$ cat src/rtl/mem_arb2_pkg.sv
// Shared types and constants for the two-master picorv32 memory arbiter.
// Optional watchdog is enabled by defining MEM_ARB2_TIMEOUT_EN.
package mem_arb2_pkg;

    typedef enum logic [1:0] {
        IDLE = 2'd0,
        GNT0 = 2'd1,
        GNT1 = 2'd2
    } state_e;

    localparam logic M0 = 1'b0;
    localparam logic M1 = 1'b1;

    localparam logic [31:0] DEFAULT_TIMEOUT_RDATA = 32'hDEAD_BEEF;

endpackage

$ cat src/rtl/mem_arb2_pick.sv
// Combinational winner selection between the two masters, optionally
// masking the master whose transaction is completing this cycle.
module mem_arb2_pick
    import mem_arb2_pkg::*;
#(
    parameter int FIXED_PRIO = 0
) (
    input  logic [1:0] valid_i,
    input  logic       last_grant_i,
    input  logic       mask_en_i,
    input  logic       mask_idx_i,
    output logic       grant_valid_o,
    output logic       grant_idx_o
);

    logic [1:0] req;

    for (genvar gi = 0; gi < 2; gi++) begin : g_mask
        assign req[gi] = valid_i[gi] & ~(mask_en_i & (mask_idx_i == 1'(gi)));
    end

    always_comb begin
        grant_valid_o = |req;
        grant_idx_o   = M0;
        if (req == 2'b11) begin
            // Round-robin hands contention to whoever did not finish last.
            grant_idx_o = (FIXED_PRIO != 0) ? M0 : ~last_grant_i;
        end else if (req[M1]) begin
            grant_idx_o = M1;
        end
    end

endmodule

$ cat src/rtl/mem_arb2.sv
// Two-requester arbiter sharing one picorv32-style memory slave port.
// Define MEM_ARB2_TIMEOUT_EN to build the slave-response watchdog.
module mem_arb2
    import mem_arb2_pkg::*;
#(
    parameter int          FIXED_PRIO     = 0,
    parameter int          TIMEOUT_CYCLES = 1024,
    parameter logic [31:0] TIMEOUT_RDATA  = DEFAULT_TIMEOUT_RDATA
) (
    input  logic        clk,
    input  logic        reset,
    input  logic        m0_valid,
    input  logic        m0_instr,
    input  logic [31:0] m0_addr,
    input  logic [31:0] m0_wdata,
    input  logic [3:0]  m0_wstrb,
    output logic        m0_ready,
    output logic [31:0] m0_rdata,
    input  logic        m1_valid,
    input  logic        m1_instr,
    input  logic [31:0] m1_addr,
    input  logic [31:0] m1_wdata,
    input  logic [3:0]  m1_wstrb,
    output logic        m1_ready,
    output logic [31:0] m1_rdata,
    output logic        s_valid,
    output logic        s_instr,
    output logic [31:0] s_addr,
    output logic [31:0] s_wdata,
    output logic [3:0]  s_wstrb,
    input  logic        s_ready,
    input  logic [31:0] s_rdata,
    output logic        err
);

    state_e      state_q;
    logic        last_grant_q;
    logic        gnt0;
    logic        gnt1;
    logic        in_gnt;
    logic        cur_idx;
    logic        cur_valid;
    logic        timeout_hit;
    logic        xfer_done;
    logic        pick_valid;
    logic        pick_idx;
    logic [31:0] rdata_sel;

    // Gating with reset keeps every output quiet while reset is held,
    // even if the state register still shows an abandoned grant.
    assign gnt0      = (state_q == GNT0) && !reset;
    assign gnt1      = (state_q == GNT1) && !reset;
    assign in_gnt    = gnt0 | gnt1;
    assign cur_idx   = gnt1 ? M1 : M0;
    assign cur_valid = (gnt0 & m0_valid) | (gnt1 & m1_valid);

    assign s_valid = cur_valid & ~timeout_hit;
    assign s_instr = (gnt0 & m0_instr) | (gnt1 & m1_instr);
    assign s_addr  = gnt0 ? m0_addr  : (gnt1 ? m1_addr  : '0);
    assign s_wdata = gnt0 ? m0_wdata : (gnt1 ? m1_wdata : '0);
    assign s_wstrb = gnt0 ? m0_wstrb : (gnt1 ? m1_wstrb : '0);

    assign xfer_done = (s_valid & s_ready) | timeout_hit;
    assign rdata_sel = timeout_hit ? TIMEOUT_RDATA : s_rdata;
    assign m0_ready  = gnt0 & xfer_done;
    assign m1_ready  = gnt1 & xfer_done;
    assign m0_rdata  = gnt0 ? rdata_sel : '0;
    assign m1_rdata  = gnt1 ? rdata_sel : '0;

    mem_arb2_pick #(
        .FIXED_PRIO(FIXED_PRIO)
    ) u_pick (
        .valid_i      ({m1_valid, m0_valid}),
        .last_grant_i (last_grant_q),
        .mask_en_i    (in_gnt),
        .mask_idx_i   (cur_idx),
        .grant_valid_o(pick_valid),
        .grant_idx_o  (pick_idx)
    );

`ifdef MEM_ARB2_TIMEOUT_EN
    localparam int CNT_W = $clog2(TIMEOUT_CYCLES) + 1;

    logic [CNT_W-1:0] tmo_cnt_q;

    // A same-cycle s_ready takes precedence over the watchdog.
    assign timeout_hit = cur_valid & ~s_ready & (tmo_cnt_q == CNT_W'(TIMEOUT_CYCLES - 1));
    assign err         = timeout_hit;

    always_ff @(posedge clk) begin
        if (reset || !in_gnt || xfer_done) begin
            tmo_cnt_q <= '0;
        end else if (!s_ready) begin
            tmo_cnt_q <= tmo_cnt_q + CNT_W'(1);
        end
    end
`else
    logic unused_cfg;

    assign timeout_hit = 1'b0;
    assign err         = 1'b0;
    assign unused_cfg  = ^TIMEOUT_CYCLES;
`endif

    always_ff @(posedge clk) begin
        if (reset) begin
            state_q      <= IDLE;
            last_grant_q <= M1;
        end else begin
            case (state_q)
                IDLE: begin
                    if (pick_valid) begin
                        state_q <= pick_idx ? GNT1 : GNT0;
                    end
                end
                GNT0, GNT1: begin
                    if (xfer_done) begin
                        last_grant_q <= cur_idx;
                        state_q      <= pick_valid ? (pick_idx ? GNT1 : GNT0) : IDLE;
                    end else if (!cur_valid) begin
                        state_q <= IDLE;
                    end
                end
                default: state_q <= IDLE;
            endcase
        end
    end

endmodule

$ cat config.mk
export PLATFORM = sky130hd
export DESIGN_NAME = mem_arb2
export DESIGN_NICKNAME = d
export VERILOG_FILES = /design/src/rtl/mem_arb2_pkg.sv /design/src/rtl/mem_arb2_pick.sv /design/src/rtl/mem_arb2.sv
export SDC_FILE = /design/constraint.sdc
export NUM_CORES = 1
export LEC_CHECK = 0
export BUFFER_PORTS_ARGS = -buffer_cell sky130_fd_sc_hd__buf_2
export CORE_AREA = 2 2 122 124
export CTS_CLUSTER_DIAMETER = 40
export CTS_CLUSTER_SIZE = 24
export DETAILED_ROUTE_END_ITERATION = 10
export DIE_AREA = 0 0 124 126
export PLACE_DENSITY = 0.41
export SYNTH_ARGS = -nofsm -noshare
export SYNTH_HDL_FRONTEND = slang
export SYNTH_HIERARCHICAL = 1
export SYNTH_SLANG_ARGS = --single-unit
$ cat constraint.sdc
create_clock -name clk -period 4.3 [get_ports clk]
set_input_delay 0.215 -clock clk [delete_from_list [all_inputs] [get_ports clk]]
set_output_delay 0.215 -clock clk [all_outputs]
set_load 0.01 [all_outputs]
# [After elaboration in Yosys (flattened, before gate mapping)]
# Cells that the tools add are included.
[totals] mem_bits_ro=0 memories=0 word_cells=50 latchBits=0 mem_bits_rw=0 output_inout_bits=137 reg_bits=3
[classes] bitwise=18 reduce_logical=8 eq_ne=5 div_mod_pow=0 shifts=0 order_cmp=0 mul=0 n_mux=17 addsub=0
[ops] cell="2-to-1 mux 32 bit" count=6
[ops] cell="AND 1 bit" count=11
[ops] cell="2-to-1 mux 2 bit" count=5
[ops] cell="2-to-1 mux 4 bit" count=2
[ops] cell="== test 2 bit, second input constant" count=2
[ops] cell="NOT 1 bit" count=4
[ops] cell="case mux 2 bit (2 select lines)" count=1
[ops] cell="AND reduction 2 bit" count=2
[ops] cell="OR reduction 2 bit" count=2
[ops] cell="2-to-1 mux 1 bit" count=3
[ops] cell="inequality test 3 bit, second input constant" count=1
[ops] cell="bitwise OR 1 bit" count=3
[ops] cell="== test 2 x 1 -> 1 bit, second input constant" count=1
[ops] cell="logical AND 1 bit" count=2
[ops] cell="zero test 2 bit" count=1
[ops] cell="inequality test 2 bit, second input constant" count=1
[ops] cell="zero test 1 bit" count=1

# [Depth between registers and ports, before layout]
[depth] word_depth=13 mapped_depth=11 ltp_nobuf=9

# [Hierarchy]
# Netlist, hierarchy kept.
[by_module_without_submodules] mod="mem_arb2" n_inst=1 cells_per_inst=190 area_each_um2=1390.1
[by_module_without_submodules] mod="mem_arb2_pick" n_inst=1 cells_per_inst=6 area_each_um2=36.3

# [Worst setup path after synthesis]
# Ideal clock, no wire load.
[synth_path] kind="flip-flop to flip-flop" startpoint="register state_q[1]" endpoint="register state_q[0]" path_buffers=2 path_stages_with_launch=11 setup_slack_ns=2.319 synth_period_minus_slack_ns=1.981 t_arrival_ns=1.911 setup_ns=0.070 t_required_ns=4.230 path_cell_list="dfxtp_1 inv_1 ha_1 nor2b_1 buf_2 clkbuf_1 or2_2 o211a_1 nor2_1 o211ai_1 a21oi_1"
[synth_rtl] item="from (decl)" line_no="mem_arb2.sv:36" rtl="state_e state_q;"
[synth_rtl] item="from (signal assigned)" line_no="mem_arb2.sv:113" rtl="state_q <= pick_idx ? GNT1 : GNT0;"
[synth_rtl] item="from (signal assigned)" line_no="mem_arb2.sv:119" rtl="state_q <= pick_valid ? (pick_idx ? GNT1 : GNT0) : IDLE;"
[synth_rtl] item="== test 2 x 1 -> 1 bit or == test 2 bit (tied branches)" line_no="mem_arb2.sv:51, mem_arb2.sv:52"
[synth_rtl] item="logical AND 1 bit, on equally long branches" line_no="mem_arb2.sv:51, mem_arb2.sv:52"
[synth_rtl] item="bitwise OR 1 bit (*)" line_no="mem_arb2.sv:53" rtl="assign in_gnt = gnt0 | gnt1;"
[synth_rtl] item="named net in_gnt" line_no="mem_arb2.sv:40" rtl="logic in_gnt;"
[synth_rtl] item="AND 1 bit" line_no="mem_arb2_pick.sv:19" rtl="assign req[gi] = valid_i[gi] & ~(mask_en_i & (mask_idx_i == 1'(gi)));"
[synth_rtl] item="NOT 1 bit" line_no="mem_arb2_pick.sv:19"
[synth_rtl] item="AND 1 bit" line_no="mem_arb2_pick.sv:19"
[synth_rtl] item="== test 2 bit or 2-to-1 mux 1 bit (tied branches)" line_no="mem_arb2_pick.sv:25, mem_arb2_pick.sv:28"
[synth_rtl] item="2-to-1 mux 1 bit (*)" line_no="mem_arb2_pick.sv:25" rtl="if (req == 2'b11) begin"
[synth_rtl] item="named net pick_idx" line_no="mem_arb2.sv:46" rtl="logic pick_idx;"
[synth_rtl] item="2-to-1 mux 2 bit (*)" line_no="mem_arb2.sv:113, mem_arb2.sv:119"
[synth_rtl] item="2-to-1 mux 2 bit" line_no="mem_arb2.sv:119"
[synth_rtl] item="2-to-1 mux 2 bit" line_no="mem_arb2.sv:117" rtl="if (xfer_done) begin"
[synth_rtl] item="case mux 2 bit (2 select lines) (*)" line_no="mem_arb2.sv:110" rtl="case (state_q)"
# Mark *: on every way through the listed nets, which the timed path passes. The rest lies on a longest branch. The select of a mux whose other input is x is not followed.
# A chain may end at the register's enable or synchronous reset.

# [Worst setup path after layout]
[layout_path] startpoint="register state_q[1]" endpoint="output s_addr[17]"
[layout_via] elab_chain_len=4
[layout_lines] item="== test 2 bit" line_no="mem_arb2.sv:52" rtl="assign gnt1 = (state_q == GNT1) && !reset;"
[layout_lines] item="logical AND 1 bit" line_no="mem_arb2.sv:52"
[layout_lines] item="2-to-1 mux 32 bit" line_no="mem_arb2.sv:59" rtl="assign s_addr = gnt0 ? m0_addr : (gnt1 ? m1_addr : '0);"
[layout_lines] item="2-to-1 mux 32 bit (*)" line_no="mem_arb2.sv:59"
[layout_lines] item="to (decl)" line_no="mem_arb2.sv:28" rtl="output logic [31:0] s_addr,"
# Every way passes the cells marked *; elsewhere a longest branch is shown, timed or not.

==> flow_metrics.tcl <==
set metrics [dict create \
    track_usage_pct 9.583 \
    areaGrowthSynthToFinish_pct 125.2 \
    pin_count_of_the_biggest_net_entering_global_routing 66 \
    clk_root_buffer_cell "clkbuf_16" \
    seq_area_frac_synth_pct 4.211 \
    timing.critical_path.from_type "flip-flop" \
    power.density_nw_per_um2 145.4 \
    run_status "completed" \
    totalNegativeSetupSlack_ns 0 \
    kind_of_end_point_of_the_critical_path "output port" \
    post_synthesis_area_per_instance_um2 7.277 \
    rsz0062_at_grt "no" \
    ys_seq_elements 3 \
    clock_tree.htree_level_count 1 \
    cell_area_after_synthesis_um2 1426 \
    drt.antenna.violating_nets 0 \
    final_min_period_over_clock_period_pct 63.59 \
    antenna_violations_before_repair 1 \
    highest_net_fanout_along_the_worst_path 44 \
    vias 2692 \
    post_cts_buffers 0 \
    insertion_delay_ns 0.22 \
    post_synth_fa_ha_maj_area_fraction_pct 3.509 \
    core.rowCount 44 \
    slew_headroom_pct 37.41 \
    detail_route.iter0.violations 90 \
    totalPowerFinal_mw 0.4671 \
    netlist-cell-type-count 27 \
    globalRoute.totalOverflow 0 \
    layout-drive-gt1-share_pct 65.51 \
    critPathKind "flip-flop to output port" \
    tightestPinTransition_ns 0.9369 \
    core_area_um2 14310 \
    compound_cell_area_share_of_the_yosys_netlist_pct 47.54 \
    number_of_hold_violations_in_the_final_report 0 \
    first_pass_grt_wire_length_mm 11.99 \
    max-vdd-ir-drop_uv 189.0 \
    drc 0 \
    synthesis.yosys.warnings 6 \
    place_hpwl_mm 7.428 \
    number_of_global_route_vias_before_repair 2457 \
    final_period_minus_worst_setup_slack_ns 2.734 \
    clock_path_buffers 2 \
    synth_nets 375 \
    post-route-cell-area_um2 3212 \
    fp.dieH_um 126 \
    post_dp_cell_area_um2 3131 \
    io_buffer_count 310 \
    worst_setup_path_endpoint "s_addr[17]" \
    setup_viol 0 \
    critical_path.reg2reg.startpoint "state_q[1]" \
    nets 670 \
    rr_worst_depth 9 \
    leakagePower_nw 2.039 \
    postRouteWirelength_mm 8.657 \
    boundaryPins 312 \
    floorplan.die_area_um2 15620 \
    achievable-frequency_mhz 365.7 \
    synth_top_family_by_area "compound AO/OA/AOI/OAI gates" \
    critPathRequiredTime_ns 4.09 \
    die_width_um 124 \
    finish.utilization_pct 22.44 \
    detailedRoute.firstPassIterationCount 4 \
    ctsHoldBuffers 0 \
    cts_tree "yes" \
    min_delay_path_depth 2 \
    ctsResizeCount 0 \
    initial_util_pct 9.965 \
    synthesis.instances 196 \
    crit-reg2reg-capture "state_q[0]" \
    synth.area.mux_share_pct 0.7018 \
    synthXorXnorAreaFrac_pct 0 \
    clk_transition_reported_paths_ns 0.03 \
    cts_num_sinks 3 \
    r2r_slack_ns 1.97 \
    viasPerCell 3.988 \
    gp_congestion 0.8552 \
    timing.critical_path.from "state_q[1]" \
    fin_clk_skew_ns 0.001940 \
    cts_buffers 3 \
    final-max-slew-violation-count 0 \
    layout.cells.most_common "buf_2" \
    synth_simple_gate_area_share_pct 33.95 \
    mostFrequentLayoutCells "310 x buf_2, 69 x a22o_1, 64 x and2_1" \
    hold_path.class "input port to flip-flop" \
    routed_length_per_instance_um 12.83 \
    maxCapViolations 0 \
    cp.arrival_ns 2.52 \
]
layout make-up:
type | count | area, µm²
antenna | 1 | 2.502
clock buffer | 4 | 78.83
fill | 1604 | 11100
inverter | 4 | 15.01
multi-input combinational | 165 | 1244
sequential | 3 | 60.06
tap | 184 | 230.2
timing repair buffer | 314 | 1582
layer usage:
layer | track usage, % | share of wire, % | vias to the layer above
li1 | - | - | 1310
met1 | 10.71 | 38 | 1221
met2 | 18.75 | 52 | 151
met3 | 1.087 | 8.1 | 10
met4 | 2.445 | 1.7 | 0
met5 | 0 | 0 | -
through the flow:
step	setup WS, ns	hold WS, ns	std cells
floorplan	2.319	0.2841	196
global placement	1.847	0.4897	670
detailed placement	1.812	0.4998	670
CTS	1.567	0.2812	674
global route	1.359	0.2954	675
finish	1.566	0.2847	675
how the worst min path moves through the flow:
stage                            end        from  slack [ns]
after floorplan           state_q[0]       reset        0.28
after detailed placement  state_q[1]  state_q[1]        0.50
after CTS                 state_q[1]       reset        0.28
final                     state_q[1]       reset        0.28
after global placement    state_q[1]  state_q[1]        0.49
after global routing      state_q[1]       reset        0.30
logic make-up (layout without fill, tap and decap cells):
family	after synthesis	after routing
AND/OR/NAND/NOR	80	80
multiplexers	1	1
flip-flops	3	3
other	1	2
AO/OA/AOI/OAI	79	79
adder cells (fa/ha/maj)	4	4
buffers and inverters	28	322
where the power goes:
| group | switching, mW | total (mW) | internal [mW] |
|---|---|---|---|
| registers | 0.00218 | 0.0324 | 0.0302 |
| clock network | 0.0251 | 0.147 | 0.122 |
| logic | 0.140 | 0.287 | 0.148 |
| total | 0.167 | 0.467 | 0.300 |
cells in the mapped netlist:
library cell	number	area, µm²
o211ai_1	1	7.510
buf_6	3	33.78
o2111ai_1	1	8.760
buf_1	2	7.510
a211o_1	1	8.760
nand2b_1	1	6.260
a21oi_1	3	15.01
or2_2	1	6.260
o32ai_1	1	8.760
o21a_1	1	7.510
buf_4	1	7.510
inv_1	4	15.01
a22oi_1	1	7.510
and2_1	64	400.4
ha_1	4	50.05
nor2b_1	4	25.02
a22o_1	69	604.3
and3_1	2	12.51
o211a_1	1	10.01
buf_2	7	35.03
nor3b_1	1	7.510
mux2i_1	1	10.01
conb_1	1	3.750
dfxtp_1	3	60.06
nor2_1	3	11.26
clkbuf_1	11	41.29
nand2_1	4	15.01
sequential cells by signal, summed over array words and instances (netlist names):
name / count
state_q: 2
last_grant_q: 1
worst max-delay path, stage by stage, from the launching register on:
cell and delay, ns:
dfxtp_1 0.33, inv_1 0.08, ha_1 0.23, nor2b_4 0.79
buf_4 0.47, a22o_1 0.21, buf_2 0.13
Power figures use the tool's default switching activity.
